**src/rtl/raster_tri_scheduler.sv**
```systemverilog
`default_nettype none
// ============================================================================
// raster_tri_scheduler : round-robin triangle capture and MSB-first serializer
// feeding the rasterizer, with done handshake and watchdog.   Rev 1.0
// ============================================================================
module raster_tri_scheduler #(
  parameter int WORDS    = 9,
  parameter int WIDTH    = 16,
  parameter int WAIT_MAX = 65535
) (
  input  logic             CLK,
  input  logic             RST_N,
  input  logic             REQ0_WVALID,
  input  logic [WIDTH-1:0] REQ0_WDATA,
  output logic             REQ0_READY,
  input  logic             REQ1_WVALID,
  input  logic [WIDTH-1:0] REQ1_WDATA,
  output logic             REQ1_READY,
  output logic             SER_D,
  output logic             SER_VALID,
  input  logic             RAST_DONE,
  output logic             BUSY,
  output logic             GRANT,
  output logic [15:0]      TRI_COUNT,
  output logic             TIMEOUT_ERR
);

  localparam int SHW = WORDS * WIDTH;

  typedef enum logic [1:0] {
    S_IDLE      = 2'd0,
    S_LOAD      = 2'd1,
    S_SEND      = 2'd2,
    S_WAIT_DONE = 2'd3
  } state_t;

  state_t           state_q, state_d;
  logic             grant_q, grant_d;
  logic [3:0]       wcnt_q, wcnt_d;
  logic [7:0]       bcnt_q, bcnt_d;
  logic [15:0]      wdog_q, wdog_d;
  logic [15:0]      tri_q, tri_d;
  logic             terr_q, terr_d;
  logic [SHW-1:0]   shift_q, shift_d;

  logic             ready0, ready1, accept;
  logic [WIDTH-1:0] wdata;

  // READY is decoded from registers only, so producers see no combinational
  // loop through their own WVALID.
  assign ready0 = (state_q == S_LOAD) && !grant_q;
  assign ready1 = (state_q == S_LOAD) &&  grant_q;
  assign accept = grant_q ? (REQ1_WVALID && ready1) : (REQ0_WVALID && ready0);
  assign wdata  = grant_q ? REQ1_WDATA : REQ0_WDATA;

  always_comb begin
    state_d = state_q;
    grant_d = grant_q;
    wcnt_d  = wcnt_q;
    bcnt_d  = bcnt_q;
    wdog_d  = wdog_q;
    tri_d   = tri_q;
    terr_d  = terr_q;
    shift_d = shift_q;
    case (state_q)
      S_IDLE: begin
        if (REQ0_WVALID || REQ1_WVALID) begin
          grant_d = (REQ0_WVALID && REQ1_WVALID) ? !grant_q : REQ1_WVALID;
          wcnt_d  = 4'd0;
          state_d = S_LOAD;
        end
      end
      S_LOAD: begin
        if (accept) begin
          // Shifting words in at the bottom leaves word 0 at the top once all
          // words have arrived.
          shift_d = {shift_q[SHW-WIDTH-1:0], wdata};
          if (wcnt_q == 4'(WORDS - 1)) begin
            wcnt_d  = 4'd0;
            bcnt_d  = 8'd0;
            state_d = S_SEND;
          end else begin
            wcnt_d = wcnt_q + 4'd1;
          end
        end
      end
      S_SEND: begin
        shift_d = {shift_q[SHW-2:0], 1'b0};
        if (bcnt_q == 8'(SHW - 1)) begin
          bcnt_d  = 8'd0;
          wdog_d  = 16'd0;
          state_d = S_WAIT_DONE;
        end else begin
          bcnt_d = bcnt_q + 8'd1;
        end
      end
      S_WAIT_DONE: begin
        // Done wins over a simultaneous watchdog expiry.
        if (RAST_DONE) begin
          tri_d   = tri_q + 16'd1;
          wdog_d  = 16'd0;
          state_d = S_IDLE;
        end else if (wdog_q == 16'(WAIT_MAX - 1)) begin
          terr_d  = 1'b1;
          wdog_d  = 16'd0;
          state_d = S_IDLE;
        end else begin
          wdog_d = wdog_q + 16'd1;
        end
      end
      default: state_d = S_IDLE;
    endcase
  end

  always_ff @(posedge CLK or negedge RST_N) begin
    if (!RST_N) begin
      state_q <= S_IDLE;
      grant_q <= 1'b1;
      wcnt_q  <= 4'd0;
      bcnt_q  <= 8'd0;
      wdog_q  <= 16'd0;
      tri_q   <= 16'd0;
      terr_q  <= 1'b0;
      shift_q <= '0;
    end else begin
      state_q <= state_d;
      grant_q <= grant_d;
      wcnt_q  <= wcnt_d;
      bcnt_q  <= bcnt_d;
      wdog_q  <= wdog_d;
      tri_q   <= tri_d;
      terr_q  <= terr_d;
      shift_q <= shift_d;
    end
  end

  assign REQ0_READY  = ready0;
  assign REQ1_READY  = ready1;
  assign SER_VALID   = (state_q == S_SEND);
  assign SER_D       = (state_q == S_SEND) && shift_q[SHW-1];
  assign BUSY        = (state_q != S_IDLE);
  assign GRANT       = grant_q;
  assign TRI_COUNT   = tri_q;
  assign TIMEOUT_ERR = terr_q;

endmodule
`default_nettype wire

```
**config.mk**
```make
export PLATFORM = sky130hd
export DESIGN_NAME = raster_tri_scheduler
export DESIGN_NICKNAME = d
export VERILOG_FILES = /design/src/rtl/raster_tri_scheduler.sv
export SDC_FILE = /design/constraint.sdc
export NUM_CORES = 1
export LEC_CHECK = 0
export ABC_AREA = 0
export BUFFER_PORTS_ARGS = -buffer_cell sky130_fd_sc_hd__buf_2
export CORE_ASPECT_RATIO = 0.7
export CORE_MARGIN = 2
export CORE_UTILIZATION = 50
export DETAILED_ROUTE_END_ITERATION = 12
export PLACE_DENSITY = 0.7
export SYNTH_ARGS = -nofsm -noshare
export SYNTH_HDL_FRONTEND = slang
export SYNTH_SLANG_ARGS = --single-unit
```
**constraint.sdc**
```tcl
create_clock -name CLK -period 2 [get_ports CLK]
set_input_delay 0 -clock CLK [delete_from_list [all_inputs] [get_ports CLK]]
set_output_delay 0 -clock CLK [all_outputs]
set_load 0.1 [all_outputs]
```
==> qor.csv <==
metric,value,unit
status,finished clean,
seq_area,4820,um2
path_class,register to register,
hold_viol_final,0,
fin_crit,1.904,ns
area_delta_synth_final,18.54,%
diodes,0,
relSlewSlack,0.6732,
ios,60,
drcViolationCount,0,
crit_chain,inv_2 > ha_4 > buf_12 > a21bo_2 > or2_2 > o31ai_1,
wl_per_cell,14.68,um
crit_slowest_cell,dfrtp_1,
multi_input_area,4207,um2
cp.required,2.33,ns
grt_pass1_wl,31.97,mm
clk_pin_slew,0.07,ns
globalplace.congestion,0.8561,
fin_ws,0.09575,ns
cp.arrival,2.23,ns
cp-end-kind,register,
setup_viol,0,
numCtsBuffers,17,
grt_max_degree,71,
fin_crit_sh,0.9521,
hp-class,primary input to register,
fp.dieW,166.8,um
grt_use_total,0.1948,
ys_seq_area_frac,0.5179,
drive_gt1_frac,0.1645,
final_nets,1056,
antenna_found_initial,1,
yosysWarnings,0,
core,18110,um2
synth_area_leaders,"dfrtp_1 52%, mux2i_1 16%, o21ai_0 8.6%, nand2_1 6.8%, ha_1 1.5%",
place_ws,0.05498,ns
hpwl,12.13,mm
ir_drop,0.001180,V
syn_nets,976,
hold-worst-slack,0.006933,ns
die_y,118.0,um
yosysTopAreaCell,dfrtp_1,
synth_edf_count,0,
finalSetupTns,0,ns
routed-via-count,6833,
path_max_fanout,20,
fillCellCount,1479,
leakage,0.004961,uW
synth_ff_type,dfrtp_1,
ant_nets,0,
rows,41,
slowest_delay,0.41,ns
root_buffer,clkbuf_16,
p_per_area,1600,nW/um2
syn_area,9279,um2
synth_top_area_share,0.5151,
fmax,525.1,MHz
synth_cell_types,55,
clock_latency,0.43,ns
yosys_register_bits,192,
clockBufferDepth,2,
cts_tree,yes,
drt-total-wl,18.46,mm
placed_area,10170,um2
netlist_instances,928,
numClockSinks,192,
initial_core_util,0.5124,
grt_overflow,0,
grt_pass1_vias,6582,
slew_violations,0,
htree_num_levels,4,
crit_family,compound AO/OA/AOI/OAI gates,
io_buffers,59,
stdcell_area,11000,um2
startpoint_type,register,
worst-path-buf-inv,2,
drv_cap,0,
vias_per_cell,5.436,
die_area,19680,um2
fin_worst_skew,0.008761,ns
synthArstFlopShare,1.000,
tightest_slew,0.4936,ns
syn_avg_cell_area,9.999,um2
first_iter_violations,520,
dr.pass1.iters,5,
==> tightest hold or removal path, stage by stage <==
cell and delay, ns:
buf_2 0.07, mux2i_1 0.05, nor2_1 0.10, a21oi_1 0.05, o21ai_0 0.13
==> kinds of logic after synthesis <==
kind of cell,synth area share
adder cells (fa/ha/maj),0.01483
flip-flops,0.5179
AND/OR/NAND/NOR,0.1326
AO/OA/AOI/OAI,0.1290
XOR/XNOR,0.01416
buffers and inverters,0.03331
multiplexers,0.1582
==> area by class of cell <==
cell class / instances / share of cell area
tap: 236 / 0.02685
sequential: 192 / 0.4382
clock buffer: 20 / 0.04152
inverter: 13 / 0.004436
clock inverter: 12 / 0.01661
multi-input combinational: 664 / 0.3824
timing repair buffer: 120 / 0.08998
==> through the flow <==
step,cells,util,total power (uW)
final,1257,0.6074,17600
after global routing,1257,0.6074,18940
after CTS,1253,0.6031,17460
after detailed placement,1210,0.5614,13720
after global placement,1210,0.5614,13490
after floorplan,928,-,12030
==> where the power goes <==
| group | switching [uW] | total [uW] | internal, uW | leakage, uW |
|---|---|---|---|---|
| clock network | 1500 | 3680 | 2180 | 0.000309 |
| registers | 974 | 6090 | 5120 | 0.00255 |
| logic | 4660 | 7840 | 3180 | 0.00211 |
| total | 7130 | 17600 | 10500 | 0.00496 |
==> cells in the final DEF, fill, tap and decap left out, types with 19 or more instances in the layout <==
cell type,instances
o21ai_0,159
clkbuf_16,19
nand2_1,168
nand3_1,22
dfrtp_1,183
nor2_1,29
a21oi_1,20
buf_4,37
buf_2,55
mux2i_1,143
==> routing by layer <==
metal | vias up | share of wire | track usage
met2 | 116 | 0.43 | 0.2842
met4 | 0 | 0.0085 | 0.05119
met3 | 11 | 0.036 | 0.04102
met1 | 3279 | 0.53 | 0.2946
met5 | - | 0 | 0
li1 | 3427 | - | -
==> final timing paths <==
kind	start	endpoint	slack [ns]	depth (start not counted)
setup / recovery	state_q[0]	bcnt_q[5]	0.1	6
hold / removal	REQ0_WDATA[7]	shift_q[7]	0.007	5
setup reg to reg	state_q[0]	bcnt_q[5]	0.1	6
hold reg to reg	TIMEOUT_ERR	TIMEOUT_ERR	0.47	1
max in group asynchronous	RST_N	shift_q[114]	1.21	3
min in group asynchronous	RST_N	TRI_COUNT[13]	0.05	2
==> registers in the layout (all words and copies together), names as in the netlist <==
signal	cells
TRI_COUNT	16
TIMEOUT_ERR	1
wcnt_q	4
state_q	2
shift_q	144
bcnt_q	8
wdog_q	16
GRANT	1
==> Yosys cell counts, drive strengths merged (3+ instances only) <==
cell / count
a21o: 3
a21oi: 20
a31oi: 7
and2: 8
and3: 6
buf: 27
clkbuf: 32
dfrtp: 191
ha: 11
inv: 13
mux2i: 144
nand2: 168
nand3: 23
nand4: 9
nor2: 29
nor2b: 3
nor3: 6
nor4: 3
o21ai: 162
o31ai: 9
o41ai: 4
or3: 5
xnor2: 10
xor2: 5
==> timing repair <==
item                       CTS  global route
setup endpoints to repair    2            90
setup buffers                0             2
hold buffers                11             0
resized for setup            2             4
hold endpoints to repair   198             0
pin swaps                    0             1
cloned                       0             2
(Power assumes the default switching activity.)
